==> config.mk <==
export PLATFORM = sky130hd
export DESIGN_NAME = sdram_line_adapter_flat
export DESIGN_NICKNAME = d
export VERILOG_FILES = /design/src/rtl/sdram_line_adapter_if.sv /design/src/rtl/sdram_line_adapter.sv /design/src/flat_wrapper.sv
export SDC_FILE = /design/constraint.sdc
export NUM_CORES = 1
export LEC_CHECK = 0
export ABC_AREA = 1
export CORE_MARGIN = 2
export CORE_UTILIZATION = 50
export CTS_BUF_LIST = sky130_fd_sc_hd__clkbuf_16
export CTS_CLUSTER_SIZE = 10
export DETAILED_ROUTE_END_ITERATION = 7
export HOLD_SLACK_MARGIN = 0.06
export PLACE_DENSITY = 0.84
export SLEW_MARGIN = 20
export SYNTH_ARGS = -nofsm -noshare
export SYNTH_HDL_FRONTEND = slang
export SYNTH_SLANG_ARGS = --single-unit
==> constraint.sdc <==
create_clock -name clk -period 6.1 [get_ports clk]
set_input_delay 1.22 -clock clk [delete_from_list [all_inputs] [get_ports clk]]
set_output_delay 1.22 -clock clk [all_outputs]
set_load 0.05 [all_outputs]
==> src/rtl/sdram_line_adapter_if.sv <==
// Line-side and core-side bundles for sdram_line_adapter.
// line: cache/DMA master -> adapter; core: adapter -> SDRAM core port.
interface sdram_line_if #(
    parameter int DATA_WIDTH = 32,
    parameter int ADDR_WIDTH = 25,
    parameter int LINE_WORDS = 4,
    parameter int WORD_LEN   = DATA_WIDTH / 8
);
    logic                             line_req;
    logic                             line_we;
    logic [ADDR_WIDTH-1:0]            line_addr;
    logic [LINE_WORDS*DATA_WIDTH-1:0] line_wdata;
    logic [LINE_WORDS*WORD_LEN-1:0]   line_wstrb;
    logic                             line_busy;
    logic                             line_done;
    logic [LINE_WORDS*DATA_WIDTH-1:0] line_rdata;

    modport master (
        output line_req,
        output line_we,
        output line_addr,
        output line_wdata,
        output line_wstrb,
        input  line_busy,
        input  line_done,
        input  line_rdata
    );

    modport slave (
        input  line_req,
        input  line_we,
        input  line_addr,
        input  line_wdata,
        input  line_wstrb,
        output line_busy,
        output line_done,
        output line_rdata
    );
endinterface

interface sdram_core_if #(
    parameter int DATA_WIDTH = 32,
    parameter int ADDR_WIDTH = 25,
    parameter int WORD_LEN   = DATA_WIDTH / 8
);
    logic                  core_rd;
    logic [WORD_LEN-1:0]   core_wr;
    logic [ADDR_WIDTH-1:0] core_addr;
    logic [DATA_WIDTH-1:0] core_wdata;
    logic                  core_rdy;
    logic                  core_rvalid;
    logic                  core_wvalid;
    logic [DATA_WIDTH-1:0] core_rdata;

    modport master (
        output core_rd,
        output core_wr,
        output core_addr,
        output core_wdata,
        input  core_rdy,
        input  core_rvalid,
        input  core_wvalid,
        input  core_rdata
    );

    modport slave (
        input  core_rd,
        input  core_wr,
        input  core_addr,
        input  core_wdata,
        output core_rdy,
        output core_rvalid,
        output core_wvalid,
        output core_rdata
    );
endinterface

==> src/rtl/sdram_line_adapter.sv <==
// Splits one cache-line request into single-word SDRAM core accesses.
// Define SDRAM_LINE_CWF_EN for critical-word-first line reads.
module sdram_line_adapter #(
    parameter int DATA_WIDTH = 32,
    parameter int ADDR_WIDTH = 25,
    parameter int LINE_WORDS = 4,
    parameter int WORD_LEN   = DATA_WIDTH / 8
) (
    input  logic         clk,
    input  logic         rst,
    sdram_line_if.slave  lif,
    sdram_core_if.master cif
);
    localparam int IDX_W = $clog2(LINE_WORDS);
    localparam int WL_W  = $clog2(WORD_LEN);
    localparam int OFF_W = $clog2(LINE_WORDS * WORD_LEN);
    localparam int LDW   = LINE_WORDS * DATA_WIDTH;
    localparam int LSW   = LINE_WORDS * WORD_LEN;

    localparam logic [ADDR_WIDTH-1:0] OFF_MASK =
        ADDR_WIDTH'((64'd1 << OFF_W) - 64'd1);
    localparam logic [IDX_W-1:0] LAST = IDX_W'(LINE_WORDS - 1);

    typedef enum logic [2:0] {
        S_IDLE,
        S_SEL,
        S_ISSUE,
        S_WAIT,
        S_DONE
    } state_t;

    state_t                state_q;
    logic                  we_q;
    logic [ADDR_WIDTH-1:0] base_q;
    logic [LDW-1:0]        wdata_q;
    logic [LSW-1:0]        wstrb_q;
    logic [IDX_W-1:0]      idx_q;
    logic [IDX_W-1:0]      cnt_q;
    logic                  busy_q;
    logic                  done_q;
    logic [LDW-1:0]        rdata_q;
    logic                  rd_q;
    logic [WORD_LEN-1:0]   wr_q;
    logic [ADDR_WIDTH-1:0] addr_q;
    logic [DATA_WIDTH-1:0] cwdata_q;

    logic [ADDR_WIDTH-1:0] base_d;
    logic [IDX_W-1:0]      start_d;
    logic [IDX_W-1:0]      idx_d;
    logic [ADDR_WIDTH-1:0] waddr_d;
    logic [WORD_LEN-1:0]   strb_sel;
    logic [DATA_WIDTH-1:0] data_sel;
    logic                  last;
    logic                  word_done;

    assign base_d = lif.line_addr & ~OFF_MASK;

`ifdef SDRAM_LINE_CWF_EN
    // Reads begin at the requested word; writes always sweep from word 0.
    assign start_d = lif.line_we ? '0
                                 : lif.line_addr[OFF_W-1:WL_W];
`else
    assign start_d = '0;
`endif

    assign idx_d    = idx_q + 1'b1;
    assign waddr_d  = base_q + (ADDR_WIDTH'(idx_q) << WL_W);
    assign strb_sel = wstrb_q[int'(idx_q)*WORD_LEN +: WORD_LEN];
    assign data_sel = wdata_q[int'(idx_q)*DATA_WIDTH +: DATA_WIDTH];
    assign last     = (cnt_q == LAST);
    assign word_done = we_q ? cif.core_wvalid : cif.core_rvalid;

    always_ff @(posedge clk) begin
        if (rst) begin
            state_q  <= S_IDLE;
            we_q     <= 1'b0;
            base_q   <= '0;
            wdata_q  <= '0;
            wstrb_q  <= '0;
            idx_q    <= '0;
            cnt_q    <= '0;
            busy_q   <= 1'b0;
            done_q   <= 1'b0;
            rdata_q  <= '0;
            rd_q     <= 1'b0;
            wr_q     <= '0;
            addr_q   <= '0;
            cwdata_q <= '0;
        end else begin
            unique case (state_q)
                S_IDLE: begin
                    if (lif.line_req) begin
                        we_q    <= lif.line_we;
                        base_q  <= base_d;
                        wdata_q <= lif.line_wdata;
                        wstrb_q <= lif.line_wstrb;
                        idx_q   <= start_d;
                        cnt_q   <= '0;
                        busy_q  <= 1'b1;
                        state_q <= S_SEL;
                    end
                end
                S_SEL: begin
                    if (we_q && strb_sel == '0) begin
                        if (last) begin
                            done_q  <= 1'b1;
                            state_q <= S_DONE;
                        end else begin
                            idx_q <= idx_d;
                            cnt_q <= cnt_q + 1'b1;
                        end
                    end else begin
                        rd_q     <= ~we_q;
                        wr_q     <= we_q ? strb_sel : '0;
                        addr_q   <= waddr_d;
                        cwdata_q <= we_q ? data_sel : '0;
                        state_q  <= S_ISSUE;
                    end
                end
                S_ISSUE: begin
                    if (cif.core_rdy) begin
                        rd_q    <= 1'b0;
                        wr_q    <= '0;
                        state_q <= S_WAIT;
                    end
                end
                S_WAIT: begin
                    if (word_done) begin
                        if (!we_q) begin
                            rdata_q[int'(idx_q)*DATA_WIDTH +: DATA_WIDTH]
                                <= cif.core_rdata;
                        end
                        if (last) begin
                            done_q  <= 1'b1;
                            state_q <= S_DONE;
                        end else begin
                            idx_q   <= idx_d;
                            cnt_q   <= cnt_q + 1'b1;
                            state_q <= S_SEL;
                        end
                    end
                end
                S_DONE: begin
                    done_q  <= 1'b0;
                    busy_q  <= 1'b0;
                    state_q <= S_IDLE;
                end
                default: state_q <= S_IDLE;
            endcase
        end
    end

    assign lif.line_busy  = busy_q;
    assign lif.line_done  = done_q;
    assign lif.line_rdata = rdata_q;

    assign cif.core_rd    = rd_q;
    assign cif.core_wr    = wr_q;
    assign cif.core_addr  = addr_q;
    assign cif.core_wdata = cwdata_q;
endmodule

==> src/flat_wrapper.sv <==
// flat-port wrapper written by rule: the top's interface ports become plain ports
module sdram_line_adapter_flat 
#(
    parameter int DATA_WIDTH = 32,
    parameter int ADDR_WIDTH = 25,
    parameter int LINE_WORDS = 4,
    parameter int WORD_LEN   = DATA_WIDTH / 8
)
  (clk, rst, lif_line_req, lif_line_we, lif_line_addr, lif_line_wdata, lif_line_wstrb, lif_line_busy, lif_line_done, lif_line_rdata, cif_core_rd, cif_core_wr, cif_core_addr, cif_core_wdata, cif_core_rdy, cif_core_rvalid, cif_core_wvalid, cif_core_rdata);
  sdram_line_if #(.DATA_WIDTH(DATA_WIDTH), .ADDR_WIDTH(ADDR_WIDTH), .LINE_WORDS(LINE_WORDS), .WORD_LEN(WORD_LEN)) lif_i ();
  sdram_core_if #(.DATA_WIDTH(DATA_WIDTH), .ADDR_WIDTH(ADDR_WIDTH), .WORD_LEN(WORD_LEN)) cif_i ();
  input  logic clk;
  input  logic rst;
  input wire logic [$bits(lif_i.line_req)-1:0] lif_line_req;
  input wire logic [$bits(lif_i.line_we)-1:0] lif_line_we;
  input wire logic [$bits(lif_i.line_addr)-1:0] lif_line_addr;
  input wire logic [$bits(lif_i.line_wdata)-1:0] lif_line_wdata;
  input wire logic [$bits(lif_i.line_wstrb)-1:0] lif_line_wstrb;
  output wire logic [$bits(lif_i.line_busy)-1:0] lif_line_busy;
  output wire logic [$bits(lif_i.line_done)-1:0] lif_line_done;
  output wire logic [$bits(lif_i.line_rdata)-1:0] lif_line_rdata;
  output wire logic [$bits(cif_i.core_rd)-1:0] cif_core_rd;
  output wire logic [$bits(cif_i.core_wr)-1:0] cif_core_wr;
  output wire logic [$bits(cif_i.core_addr)-1:0] cif_core_addr;
  output wire logic [$bits(cif_i.core_wdata)-1:0] cif_core_wdata;
  input wire logic [$bits(cif_i.core_rdy)-1:0] cif_core_rdy;
  input wire logic [$bits(cif_i.core_rvalid)-1:0] cif_core_rvalid;
  input wire logic [$bits(cif_i.core_wvalid)-1:0] cif_core_wvalid;
  input wire logic [$bits(cif_i.core_rdata)-1:0] cif_core_rdata;
  assign lif_i.line_req = lif_line_req;
  assign lif_i.line_we = lif_line_we;
  assign lif_i.line_addr = lif_line_addr;
  assign lif_i.line_wdata = lif_line_wdata;
  assign lif_i.line_wstrb = lif_line_wstrb;
  assign lif_line_busy = lif_i.line_busy;
  assign lif_line_done = lif_i.line_done;
  assign lif_line_rdata = lif_i.line_rdata;
  assign cif_core_rd = cif_i.core_rd;
  assign cif_core_wr = cif_i.core_wr;
  assign cif_core_addr = cif_i.core_addr;
  assign cif_core_wdata = cif_i.core_wdata;
  assign cif_i.core_rdy = cif_core_rdy;
  assign cif_i.core_rvalid = cif_core_rvalid;
  assign cif_i.core_wvalid = cif_core_wvalid;
  assign cif_i.core_rdata = cif_core_rdata;
  sdram_line_adapter #(.DATA_WIDTH(DATA_WIDTH), .ADDR_WIDTH(ADDR_WIDTH), .LINE_WORDS(LINE_WORDS), .WORD_LEN(WORD_LEN)) u_core (.clk(clk), .rst(rst), .lif(lif_i), .cif(cif_i));
endmodule
### After elaboration in Yosys (flattened, before gate mapping)

Index checks and enable logic that the tools add are counted.

* $add $sub $neg: 4
* equality and inequality tests: 11
* shifts and indexed selects: 4
* mux-type cells: 32
* bitwise logic cells: 2
* reduce and logical (&&, ||, !) cells: 15

Operators with widths (number)
* bitwise mux 128 bit: 1
* variable shift 32 x 33 -> 128 bit, first input constant: 1
* variable part select 128 x 8 -> 32 bit: 1
* variable part select 32 x 33 -> 128 bit: 1
* negator 7 -> 33 bit: 1
* two-way mux 32 bit: 1
* adder 25 x 4 -> 25 bit: 1
* two-way mux 3 bit: 6
* variable part select 16 x 5 -> 4 bit: 1
* two-way mux 2 bit: 7
* two-way mux 4 bit: 3
* case mux 2 bit (3 select lines): 2
* case mux 3 bit (4 select lines): 1
* AND reduction 3 bit: 3
* case mux 4 bit (2 select lines): 1
* AND reduction 4 bit: 2
* two-way mux 1 bit: 7
* equality test 3 x 2 -> 1 bit, second input constant: 2
* inequality test 2 bit, second input constant: 3
* AND reduction 2 bit: 3
* nonzero test 3 bit: 2
* adder 2 x 1 -> 2 bit, second input constant: 2
* logical NOT 4 bit: 1
* inequality test 2 x 1 -> 1 bit, second input constant: 2
* 10 further kinds: 13

* flip-flop bits (word level): 365
* bits of input ports: 208
* output and inout port bits: 192
* logic and storage cells: 82

### Logic depth before layout (Yosys ltp)

* depth after elaboration: 5
* mapped depth: 14
* mapped depth without buffers: 12

### Least setup slack after synthesis

Ideal clock, no wire load.

* path type: input -> register
* from: in cif_core_rvalid
* to: reg u_core.rdata_q[63], in the netlist u_core.lif.line_rdata[63]
* setup time: 0.070 ns
* arrival time: 2.411 ns
* required time: 6.030 ns
* path slack: 3.618 ns
* stages: 8
* path buffers: 1
* path through: inv_1 > nor2_1 > inv_1 > nor3_4 > nand2_4 > buf_2 > or3_1 > a21oi_1

* longest elaborated chain between the ends: 2

Ends and longest elaborated chain
* from (decl): RTL line flat_wrapper.sv:27 `input wire logic [$bits(cif_i.core_rvalid)-1:0] cif_core_rvalid;`
* two-way mux 1 bit: RTL line sdram_line_adapter.sv:71 `assign word_done = we_q ? cif.core_wvalid : cif.core_rvalid;`
* AND reduction 3 bit (no line)
* to (signal assigned): RTL line sdram_line_adapter.sv:84 `rdata_q <= '0;`
* to (decl): RTL line sdram_line_adapter.sv:41 `logic [LDW-1:0] rdata_q;`

No other way between the ends.
A chain may end at the register's enable or synchronous reset.

### Worst setup path after layout

* from: reg u_core.idx_q[0]
* to: reg u_core.rdata_q[27], in the netlist u_core.lif.line_rdata[27]

* longest elaborated chain between the ends: 3
* elaborated cells between the ends (all ways): 4
* classes of those cells: add/sub (1); shift (2); mux (1)

Ends and longest elaborated chain
* from (decl): RTL line sdram_line_adapter.sv:37 `logic [IDX_W-1:0] idx_q;`
* from (signal assigned): RTL line sdram_line_adapter.sv:97 `idx_q <= start_d;`
* from (signal assigned): RTL line sdram_line_adapter.sv:109 `idx_q <= idx_d;`
* from (signal assigned): RTL line sdram_line_adapter.sv:137 `idx_q <= idx_d;`
* negator 7 -> 33 bit (*): RTL line sdram_line_adapter.sv:130 `rdata_q[int'(idx_q)*DATA_WIDTH +: DATA_WIDTH]`
* variable part select 32 x 33 -> 128 bit / variable shift 32 x 33 -> 128 bit (equally long branches): RTL line sdram_line_adapter.sv:130
* bitwise mux 128 bit (*): RTL line sdram_line_adapter.sv:130

Every way passes the cells marked *; elsewhere a longest branch is shown, timed or not.

==> out/metrics.cfg <==
[clock_network]
h_tree_levels = 2
cts-buffers-inserted = 42
root_buffer = clkbuf_16
post_cts.resized_instances = 0
post_cts_buffers = 0
postCtsHoldBufs = 0
cts_tree = done
clock_latency_ns = 0.52
clk_transition_reported_paths_ns = 0.06
cts_buffer_depth = 3
cts_sinks = 363

[routing]
routed-via-count = 14900
routed-wl-met2_um = 22500
drt_pre_antenna_iters = 8
vias_per_cell = 5.55
dr_wl_met3_um = 3890
post_route_met1_wirelength_um = 18300
route.antenna.remaining_nets = 0
top_layer_used = met5
detail_route.iter0.violations = 1235
detail_route.wirelength_um = 47200
post-route-drc-count = 0
routedWlPerCell_um = 17.6

[run]
max_cap_violations = 0

[synth]
synth_cell_types = 22
synth-seq-cells = 363
synthesis.area_per_instance_um2 = 7.44
mappedNetlistArea_um2 = 14900
ys_warn_count = 0
seq_area_frac_synth_pct = 48.9
synth_cells = 1998

[finish]
layout.cells.most_common = a21oi_1
most-common-layout-cells = a21oi_1, clkdlybuf4s50_1, dfxtp_1
area_delta_synth_final_pct = 34.1
num-nets-final = 2494
layout.core_utilization_pct = 67.6
final_layout_size_suffix_gt1_share_pct = 3.50
n_fill_cell = 2435

[sta]
final.period_utilization_pct = 65.0
rsz_0062_raised_after_global_routing = no
worst_slew_pin_slew_ns = 1.11
clock_skew_ns = 0.0170
fmaxAchievable_ghz = 0.252
final_period_minus_worst_setup_slack_ns = 3.96
timing.slew.headroom_pct = 26.3
timing.final.ws_setup_ns = 2.14
timing_max_transition_violations_final = 0
setup_violators_final = 0
fin_setup_tns_ns = 0
timing_hold_violations_final = 0

[power_and_ir_drop]
power_per_cell_area_nw_per_um2 = 385
design_power_total_mw = 7.68
leakagePower_nw = 7.01
worst_ir_drop_on_vdd_uv = 296

[place]
io_buffer_count = 393
place.detailed.hpwl_um = 30800
gpl.final_weighted_congestion = 0.887
dp_slack_ns = 1.72

[worst_setup_path]
r2r_start = u_core.idx_q[0]
cp-end-kind = flop
ff2ff_setup_slack_ns = 2.14
start_kind = flop
critical_path.max_fanout = 48
crit_start = u_core.idx_q[0]
worstSetupPathType = reg2reg
crit_required_ns = 6.54
cp_data_arrival_time_ns = 4.41

[global_route]
initial_antenna_violation_count = 6
globalRoute.totalOverflow = 0
gr_usage_total_pct = 29.3
first_global_vias = 14200
grt_max_degree = 110
wire_length_of_the_first_global_routing_pass_um = 73600

[floorplanning]
die_x_um = 176
pin_count = 400
die-area_um2 = 31100
floorplan.die.height_um = 176
count_of_standard_cell_rows = 63
floorplan.initialDensity_pct = 50.4
fp.coreArea_um2 = 29500

[worst_hold_path]
min_path_type = reg2reg
hold_start = u_core.wdata_q[5]

[run_status]
result_of_the_run = complete, no violations

[state kept, by name (all words and copies together), names as in the netlist]
name	flops
u_core.base_q	21
u_core.lif.line_done	1
u_core.lif.line_busy	1
u_core.state_q	3
u_core.idx_q	2
u_core.wdata_q	128
u_core.lif.line_rdata	128
u_core.cif.core_rd	1
u_core.we_q	1
u_core.cnt_q	2
u_core.cif.core_wr	4
u_core.cif.core_addr	23
u_core.wstrb_q	16
u_core.cif.core_wdata	32
[per-layer routing]
metal | track usage (%) | vias up
met3 | 6.87 | 166
li1 | - | 7173
met5 | 0 | -
met4 | 15.8 | 2
met2 | 49.3 | 683
met1 | 34.6 | 6861
[worst paths after layout]
path / to / cells past startpoint
worst max-delay path: u_core.lif.line_rdata[27] / 6
worst min-delay path: u_core.wdata_q[5] / 2
worst max register to register: u_core.lif.line_rdata[27] / 6
worst min register to register: u_core.wdata_q[5] / 2
[logic make-up (layout without fill, tap and decap cells)]
family          count (synthesis)  in the layout  synth area share [%]
compound gates                682            682                  23.0
simple gates                  547            547                  17.2
fa+ha+maj                       6              6                 0.505
other cells                     1              7                0.0252
flops                         363            363                  48.9
buf+inv                       399            686                  10.3
[where the power goes]
group | internal [mW] | total, mW | switching, mW | leakage (nW)
Sequential | 2.75 | 2.94 | 0.196 | 2.96
Clock | 1.24 | 2.14 | 0.906 | 0.563
Combinational | 0.721 | 2.59 | 1.86 | 3.48
Total | 4.71 | 7.68 | 2.97 | 7.01
[area by class of cell]
type | count | area [um^2] | share of cell area (%)
antenna | 5 | 12.5 | 0.0628
clock buffer | 43 | 1080 | 5.40
clock inverter | 7 | 31.3 | 0.157
inverter | 225 | 847 | 4.25
multi-input combinational | 1237 | 6080 | 30.5
sequential | 363 | 7270 | 36.5
tap | 390 | 488 | 2.45
timing repair buffer | 411 | 4120 | 20.7
[through the flow]
stage          hold slack [ns]  area [um^2]  std cells
2_1_floorplan            0.420        14900       1999
3_3_place_gp             0.429        18800       2625
3_5_place_dp             0.433        18800       2625
4_1_cts                  0.441        19900       2675
5_1_grt                  0.455        19900       2681
6_report                 0.440        19900       2681
[cells in the mapped netlist]
library cell	number	share of area, %
buf_1	9	0.23
nand4_1	4	0.17
o21ai_0	231	7.8
dfxtp_1	363	49
nand2_1	243	6.1
inv_2	3	0.076
nand2_4	3	0.23
clkbuf_1	141	3.6
nand3_1	142	4.8
buf_2	20	0.67
nor3_1	33	1.1
nand2_2	1	0.042
buf_4	4	0.20
clkinv_1	1	0.025
conb_1	1	0.025
inv_1	221	5.6
nor3_4	1	0.11
ha_1	6	0.51
or3_1	96	4.0
nor2_1	24	0.61
a21oi_1	450	15
o22ai_1	1	0.042
[critical path, stage by stage, from the launching register on]
cell and delay [ns]:
dfxtp_4 0.68, inv_2 0.07, ha_1 0.74, inv_1 0.87
nand3_2 0.75, or3_1 0.59, a21oi_1 0.15
Note: power is estimated with default switching activity, not from simulation.
